==> src/rtl/csr_trap_seq.sv <==
// Machine-mode CSR port sequencer. It serialises Zicsr ops, trap/irq entry and mret
// onto the single CSR-file port, and it produces the PC redirect for traps and mret.
module csr_trap_seq #(
  parameter logic [31:0] IRQ_CAUSE   = 32'h8000_000B,
  parameter int unsigned MIE_IRQ_BIT = 11
) (
  input  logic        clk,
  input  logic        rst,
  input  logic        trap_valid,
  input  logic [31:0] trap_cause,
  input  logic [31:0] trap_pc,
  input  logic        mret_valid,
  input  logic        csr_valid,
  input  logic [1:0]  csr_op,
  input  logic [11:0] csr_addr_in,
  input  logic [31:0] csr_wdata,
  input  logic        irq,
  input  logic [31:0] irq_pc,
  output logic        busy,
  output logic        done,
  output logic [31:0] rdata,
  output logic        illegal,
  output logic        redirect_valid,
  output logic [31:0] redirect_pc,
  output logic        csr_write_en,
  output logic [11:0] csr_addr,
  output logic [31:0] csr_in,
  input  logic [31:0] csr_out,
  input  logic [31:0] csr_mstatus
);

  localparam int unsigned XLEN = 32;
  localparam int unsigned AW   = 12;
  localparam int unsigned OPW  = 2;

  localparam logic [AW-1:0] ADDR_MSTATUS  = AW'(12'h300);
  localparam logic [AW-1:0] ADDR_MIE      = AW'(12'h304);
  localparam logic [AW-1:0] ADDR_MTVEC    = AW'(12'h305);
  localparam logic [AW-1:0] ADDR_MSCRATCH = AW'(12'h340);
  localparam logic [AW-1:0] ADDR_MEPC     = AW'(12'h341);
  localparam logic [AW-1:0] ADDR_MCAUSE   = AW'(12'h342);
  localparam logic [AW-1:0] ADDR_MHARTID  = AW'(12'hF14);

  localparam logic [OPW-1:0] OP_NONE = OPW'(2'b00);
  localparam logic [OPW-1:0] OP_RW   = OPW'(2'b01);
  localparam logic [OPW-1:0] OP_RS   = OPW'(2'b10);
  localparam logic [OPW-1:0] OP_RC   = OPW'(2'b11);

  localparam int unsigned MS_MIE    = 3;
  localparam int unsigned MS_MPIE   = 7;
  localparam int unsigned MS_MPP_LO = 11;
  localparam int unsigned MS_MPP_HI = 12;

  typedef enum logic [2:0] {
    IDLE     = 3'd0,
    T_EPC    = 3'd1,
    T_CAUSE  = 3'd2,
    T_STATUS = 3'd3,
    T_VEC    = 3'd4,
    M_STATUS = 3'd5,
    M_EPC    = 3'd6,
    C_EXEC   = 3'd7
  } state_t;

  state_t state, state_next;

  logic [XLEN-1:0] cause_q, pc_q, wdata_q;
  logic [OPW-1:0]  op_q;
  logic [AW-1:0]   addr_q;

  logic            acc_trap, acc_irq, acc_csr, irq_pend;
  logic            addr_known, wr_intent, op_illegal;
  logic [XLEN-1:0] csr_new, ms_trap, ms_mret;

  logic            done_next, illegal_next, redirect_next;
  logic [XLEN-1:0] rdata_next, redirect_pc_next;

  // Zicsr decode and new-value computation on the latched operands
  always_comb begin
    addr_known = (addr_q == ADDR_MSTATUS) || (addr_q == ADDR_MIE) ||
                 (addr_q == ADDR_MTVEC)   || (addr_q == ADDR_MSCRATCH) ||
                 (addr_q == ADDR_MEPC)    || (addr_q == ADDR_MCAUSE) ||
                 (addr_q == ADDR_MHARTID);
    wr_intent  = (op_q == OP_RW) || (wdata_q != '0);
    op_illegal = !addr_known || (op_q == OP_NONE) ||
                 (wr_intent && (addr_q[AW-1:AW-2] == 2'b11));
    case (op_q)
      OP_RW:   csr_new = wdata_q;
      OP_RS:   csr_new = csr_out | wdata_q;
      OP_RC:   csr_new = csr_out & ~wdata_q;
      default: csr_new = csr_out;
    endcase
  end

  // mstatus images for trap entry and mret; machine mode is the only privilege level
  always_comb begin
    ms_trap                        = csr_mstatus;
    ms_trap[MS_MPIE]               = csr_mstatus[MS_MIE];
    ms_trap[MS_MIE]                = 1'b0;
    ms_trap[MS_MPP_HI:MS_MPP_LO]   = 2'b11;
    ms_mret                        = csr_mstatus;
    ms_mret[MS_MIE]                = csr_mstatus[MS_MPIE];
    ms_mret[MS_MPIE]               = 1'b1;
    ms_mret[MS_MPP_HI:MS_MPP_LO]   = 2'b11;
  end

  always_comb begin
    state_next       = state;
    busy             = (state != IDLE);
    csr_write_en     = 1'b0;
    csr_addr         = ADDR_MIE;
    csr_in           = '0;
    irq_pend         = 1'b0;
    acc_trap         = 1'b0;
    acc_irq          = 1'b0;
    acc_csr          = 1'b0;
    done_next        = 1'b0;
    illegal_next     = 1'b0;
    redirect_next    = 1'b0;
    rdata_next       = '0;
    redirect_pc_next = redirect_pc;

    case (state)
      IDLE: begin
        // csr_addr parks on mie so csr_out gives the interrupt enable here
        irq_pend = irq & csr_mstatus[MS_MIE] & csr_out[MIE_IRQ_BIT];
        if (trap_valid) begin
          acc_trap   = 1'b1;
          state_next = T_EPC;
        end else if (mret_valid) begin
          state_next = M_STATUS;
        end else if (csr_valid) begin
          acc_csr    = 1'b1;
          state_next = C_EXEC;
        end else if (irq_pend) begin
          acc_irq    = 1'b1;
          state_next = T_EPC;
        end
      end
      T_EPC: begin
        csr_write_en = 1'b1;
        csr_addr     = ADDR_MEPC;
        csr_in       = {pc_q[XLEN-1:2], 2'b00};
        state_next   = T_CAUSE;
      end
      T_CAUSE: begin
        csr_write_en = 1'b1;
        csr_addr     = ADDR_MCAUSE;
        csr_in       = cause_q;
        state_next   = T_STATUS;
      end
      T_STATUS: begin
        csr_write_en = 1'b1;
        csr_addr     = ADDR_MSTATUS;
        csr_in       = ms_trap;
        state_next   = T_VEC;
      end
      T_VEC: begin
        csr_addr         = ADDR_MTVEC;
        redirect_pc_next = {csr_out[XLEN-1:2], 2'b00};
        done_next        = 1'b1;
        redirect_next    = 1'b1;
        state_next       = IDLE;
      end
      M_STATUS: begin
        csr_write_en = 1'b1;
        csr_addr     = ADDR_MSTATUS;
        csr_in       = ms_mret;
        state_next   = M_EPC;
      end
      M_EPC: begin
        csr_addr         = ADDR_MEPC;
        redirect_pc_next = csr_out;
        done_next        = 1'b1;
        redirect_next    = 1'b1;
        state_next       = IDLE;
      end
      C_EXEC: begin
        csr_addr     = addr_q;
        csr_in       = csr_new;
        csr_write_en = !op_illegal && wr_intent;
        rdata_next   = op_illegal ? '0 : csr_out;
        illegal_next = op_illegal;
        done_next    = 1'b1;
        state_next   = IDLE;
      end
      default: state_next = IDLE;
    endcase
  end

  always_ff @(posedge clk) begin
    if (rst) begin
      state          <= IDLE;
      done           <= 1'b0;
      illegal        <= 1'b0;
      redirect_valid <= 1'b0;
      rdata          <= '0;
      redirect_pc    <= '0;
    end else begin
      state          <= state_next;
      done           <= done_next;
      illegal        <= illegal_next;
      redirect_valid <= redirect_next;
      rdata          <= rdata_next;
      redirect_pc    <= redirect_pc_next;
    end
  end

  // Operands are captured only on acceptance and then held for the whole sequence
  always_ff @(posedge clk) begin
    if (rst) begin
      cause_q <= '0;
      pc_q    <= '0;
      op_q    <= OP_NONE;
      addr_q  <= '0;
      wdata_q <= '0;
    end else begin
      if (acc_trap) begin
        cause_q <= trap_cause;
        pc_q    <= trap_pc;
      end else if (acc_irq) begin
        cause_q <= IRQ_CAUSE;
        pc_q    <= irq_pc;
      end
      if (acc_csr) begin
        op_q    <= csr_op;
        addr_q  <= csr_addr_in;
        wdata_q <= csr_wdata;
      end
    end
  end

endmodule
==> config.mk <==
export PLATFORM = sky130hd
export DESIGN_NAME = csr_trap_seq
export DESIGN_NICKNAME = d
export VERILOG_FILES = /design/src/rtl/csr_trap_seq.sv
export SDC_FILE = /design/constraint.sdc
export NUM_CORES = 1
export LEC_CHECK = 0
export CORE_MARGIN = 2
export CORE_UTILIZATION = 41
export CTS_BUF_LIST = sky130_fd_sc_hd__clkbuf_4
export CTS_CLUSTER_DIAMETER = 40
export DETAILED_ROUTE_END_ITERATION = 7
export GPL_TIMING_DRIVEN = 0
export PLACE_DENSITY = 0.79
export SLEW_MARGIN = 10
export SYNTH_ARGS = -nofsm -noshare
export SYNTH_HDL_FRONTEND = slang
export SYNTH_SLANG_ARGS = --single-unit
==> constraint.sdc <==
create_clock -name clk -period 2.4 [get_ports clk]
set_input_delay 0.72 -clock clk [delete_from_list [all_inputs] [get_ports clk]]
set_output_delay 0.72 -clock clk [all_outputs]
set_load 0.02 [all_outputs]
== Yosys cells after proc, flatten, opt, wreduce, memory -nomap -nowiden ==
Cells that the tools add are included.

* Equality and inequality tests: 19
* Muxes and demuxes: 27
* Bitwise logic cells: 6
* Reduce and logical (&&, ||, !) cells: 26

{| class="wikitable"
|+ Operator list
! cell !! count
|-
| $pmux 32 s5 || 1
|-
| $mux 32 || 4
|-
| $pmux 32 s3 || 1
|-
| $eq 12x10->1 const B || 6
|-
| $pmux 32 s2 || 1
|-
| $pmux 12 s5 || 1
|-
| $and 32x32->32 || 1
|-
| $not 32->32 || 1
|-
| $or 32x32->32 || 1
|-
| $reduce_bool 32->1 || 1
|-
| $pmux 3 s6 || 1
|-
| $mux 1 || 13
|-
| $eq 12x12->1 const B || 1
|-
| $eq 3x3->1 const B || 4
|-
| $mux 3 || 4
|-
| $logic_or 1x1->1 || 9
|-
| $reduce_or 2->1 || 4
|-
| $eq 2x2->1 const B || 3
|-
| $eq 3x2->1 const B || 2
|-
| $reduce_or 3->1 || 2
|-
| $ne 5x5->1 const B || 1
|-
| $reduce_bool 2->1 || 2
|-
| $reduce_or 4->1 || 1
|-
| $eq 3x1->1 const B || 1
|-
| 9 further kinds || 12
|}

* Bits in registers: 180
* Bits of input ports: 212
* Output and inout port bits: 113
* Word-level logic and storage cells: 89

== Depth between registers and ports, before layout ==
* Word-level depth: 13
* Mapped depth: 7
* Gate-level depth less buffers: 4

== Worst setup path before layout ==
OpenSTA, ideal clock, no wires.

* Kind: register -> output
* Start point: reg state[1]
* End point: out csr_write_en
* Arrival: 1765 ps
* Required time: 1680 ps
* Slack: -85 ps
* Cell stages (with the launch flop): 7
* Buffers on the path: 3
* Cell sequence: dfxtp_1 > buf_2 > and3_1 > clkbuf_1 > clkbuf_1 > o2111ai_1 > o21ai_0

* Cells in the longest elaborated chain, start to end: 3
* Elaborated cells between the ends (all ways): 7
* Those cells by class: eq/ne (5); mux (1); reduce/logical (1)

{| class="wikitable"
|+ Ends and longest elaborated chain
! element !! line !! RTL
|-
| start: declaration || 65 || <nowiki>state_t state, state_next;</nowiki>
|-
| start signal: assignment || 200 || <nowiki>state <= state_next;</nowiki>
|-
| $eq 3x3->1 (tied with other cells) || 123 || <nowiki>case (state)</nowiki>
|-
| $reduce_or 4->1 (no source line) || - ||
|-
| $pmux 1 s2 (*) || 123 ||
|-
| end: declaration || 25 || <nowiki>output logic csr_write_en,</nowiki>
|}

Mark *: on every way between the ends. The rest lies on a longest branch, timed or not.

== Worst setup path in the final report ==
* Start point: reg state[1]
* End point: out csr_in[6]

* Cells in the longest elaborated chain, start to end: 2
* Elaborated cells between the ends (all ways): 6
* Those cells by class: eq/ne (5); mux (1)

{| class="wikitable"
|+ Ends and longest elaborated chain
! element !! line !! RTL
|-
| $eq 3x3->1 (tied with other cells) || 123 ||
|-
| $pmux 32 s5 (*) || 123 ||
|-
| end: declaration || 27 || <nowiki>output logic [31:0] csr_in,</nowiki>
|}

Marks and branches as above.

==> out/qor.csv <==
metric,value,unit
cells after synthesis,1031,
P per Cell Area,564,mW/mm^2
MaxCap Viol Count,0,
Seq pwr share,0.427,
Worst IR Drop VDD,0.305,mV
Internal Power,5.19,mW
top_reg_cell synth,dfxtp_1,
vias,9829,
Nets,1624,
Worst Tran Pin Value,912,ps
Rows,52,
Buffers on Ports,318,
"Max FO, Critical Path",7,
critical path class,reg2out,
Yosys cell types,49,
final instance area,0.0137,sq mm
vias in the first global route,8954,
share of layout cells above drive strength 1,0.230,
CP startpoint kind,flop,
worst-path cell chain,buf_8 -> buf_8 -> mux2_4 -> a22oi_2 -> nor2_1 -> a221o_1 -> buf_6,
dpl ws,-967,ps
Detailed Routing Iterations Pass 1,6,
sequential fraction of the synthesis area,0.427,
failing checks,setup timing,
die area,0.0215,sq mm
Die Y,147,microns
Clock Tree Root,clkbuf_4,
P_leak,5.03,nW
"FF+latch count, synth",178,
initial antenna violation count,4,
Post-synth EDFFs,0,
Worst-Skew Late Latency,610,ps
WP data arrival,2300,ps
Max stage delay on crit path,390,ps
leading area contributor after synthesis,dfxtp_1,
highest-delay cell along the critical path,dfxtp_2,
Worst Path Required,1680,ps
H-tree Lvls,4,
Switching Fraction,0.326,
mean number of vias per cell,5.80,
starting density of the core,0.415,
syn nets,1243,
Clock Sink Count,178,
P&R area growth vs syn,63.8,%
Total GRT Usage,0.322,
min Tclk post-route,3020,ps
CTS tree,done,
largest net degree at the start of global routing,17,
DRC violations left,0,
GPL Wtd Cong,0.912,
Hold WC Path Type,reg2reg,
initial DRC count,1017,
Synth top area share,0.427,
mean post-synth cell area,8.08,sq um
CTS Hold Buffers Added,0,
"FFs w/ async S/R, synth",0,
outcome,"finished, violations left",
Top Ports,325,
die width,147,microns
DPL Wire Length,27.0,mm
Final Cycle Share,1.26,
"Cell Area, Synth",0.00834,sq mm
placed inst area,0.0119,sq mm
Hold Fails Final Rpt,0,
Routed WL,37.6,mm
Max Slew Vio Count,0,
fmax,332,MHz
core box area,0.0201,sq mm
final worst slack,-616,ps
Clock Skews,23.2,ps
Crit. End Element,primary output,
Crit path top cell by count,buf_8,
Num CTS Buffers,17,
# setup viols final,45,
Rel. slew slack,0.392,
clk slew on worst S/H paths,140,ps
Comb pwr share,0.327,
GRT Residual Overflow,0,
Ys Warns,0,
RSZ-0062 raised after global routing,true,
ANT nets after route,0,
top area cells in the synthesized netlist,"dfxtp_1 (43%), nand2_1 (12%), a22oi_1 (5.0%), a21oi_1 (4.9%), nor2_1 (4.1%)",
Power Total,7.70,mW
CTS Buffer Depth,2,
power share of the clock group,0.246,
NetSw,2.51,mW
DR WL/cell,22.1,microns
first-pass GRT wire length,52.6,mm
per-stage QoR:
stage	hold slack [ps]	TNS, ps	util	cells
floorplan	439	0	-	1031
global placement	442	-77020	0.590	1619
detailed placement	447	-86520	0.590	1619
CTS	466	-30880	0.643	1677
global route	484	-22330	0.679	1696
finish	465	-20460	0.679	1696
metal layers:
| layer | vias to the layer above | wire length, microns | global-route usage |
|---|---|---|---|
| li1 | 4437 | - | - |
| met1 | 4675 | 15200 | 0.419 |
| met2 | 593 | 17300 | 0.503 |
| met3 | 124 | 3010 | 0.0578 |
| met4 | 0 | 2090 | 0.187 |
| met5 | - | 0 | 0 |
worst paths after layout:
path                    from  cells past startpoint  slack (ps)              end
min reg2reg  redirect_pc[29]                      2         460  redirect_pc[29]
max                 state[1]                      7        -620        csr_in[6]
min          redirect_pc[29]                      2         460  redirect_pc[29]
max reg2reg         state[1]                      8          60        rdata[27]
sequential cells by signal (all words and copies together), names as in the netlist:
name / flops
illegal: 1
redirect_pc: 32
op_q: 2
redirect_valid: 1
pc_q: 30
state: 3
wdata_q: 32
addr_q: 12
cause_q: 32
done: 1
rdata: 32
power by group through the flow:
stage / registers, mW / logic [mW] / clock network (mW)
after global routing: 3.30 / 2.63 / 2.00
after detailed placement: 3.33 / 1.97 / 0
after floorplan: 3.31 / 1.01 / 0
final: 3.29 / 2.52 / 1.89
after CTS: 3.27 / 2.17 / 1.87
after global placement: 3.32 / 1.95 / 0
area by class of cell:
type	instances	area [sq um]
Antenna cell	4	10.0
Buffer	92	697
Clock buffer	18	135
Clock inverter	11	164
Fill cell	1557	6450
Inverter	6	30.0
Multi-Input combinational cell	751	4970
Sequential cell	178	3580
Tap cell	270	338
Timing Repair Buffer	366	3730
critical path, delay by kind of cell, from the launching register on:
kind	cells	cell delay, ps
and+or+nand+nor	1	80
buffers and inverters	3	460
DFF	1	390
AOI/OAI and AO/OA	2	460
muxes	1	300
cells in the final DEF (no fill, tap or decap), types with 5 or more instances in the layout:
| master | count |
|---|---|
| a221o_1 | 25 |
| a22o_1 | 8 |
| a22oi_1 | 31 |
| nor4_1 | 9 |
| clkbuf_2 | 5 |
| mux2_4 | 19 |
| buf_4 | 31 |
| clkbuf_4 | 22 |
| dfxtp_1 | 170 |
| mux2_2 | 8 |
| clkdlybuf4s50_1 | 272 |
| dfxtp_2 | 6 |
| buf_2 | 21 |
| and2_4 | 7 |
| o21ai_1 | 5 |
| nor2_1 | 88 |
| a21oi_1 | 80 |
| nor3_2 | 27 |
| buf_8 | 13 |
| clkbuf_16 | 8 |
| a22o_4 | 16 |
| a311oi_1 | 30 |
| o21ai_0 | 32 |
| clkbuf_1 | 36 |
| buf_6 | 55 |
| nand3_1 | 5 |
| a22oi_2 | 25 |
| clkbuf_8 | 8 |
| nand2_1 | 255 |
cells by family after synthesis:
group	share of synthesized area
flip-flops	0.427
XOR/XNOR	0.00210
AND/OR/NAND/NOR	0.232
AO/OA/AOI/OAI	0.244
buffers and inverters	0.0528
multiplexers	0.0413
cell usage after synthesis (all sizes together) (2+ instances only):
master / n
a21boi: 3
a21oi: 82
a221o: 25
a221oi: 3
a22o: 24
a22oi: 56
a311oi: 30
a32oi: 3
and2: 10
and3: 4
and4b: 2
buf: 38
clkbuf: 58
dfxtp: 178
inv: 6
mux2: 27
mux2i: 4
nand2: 259
nand2b: 5
nand3: 5
nor2: 91
nor2b: 5
nor3: 33
nor4: 9
o2111ai: 3
o211ai: 2
o21a: 3
o21ai: 39
o221a: 4
o221ai: 3
o22ai: 3
xor2: 2
what timing repair did:
item / in CTS / in global routing
resized for setup: 389 / 139
setup buffers: 26 / 20
pin swaps: 21 / 41
gates cloned: 5 / 5
setup endpoints to repair: 46 / 91
Power figures use the tool's default switching activity.
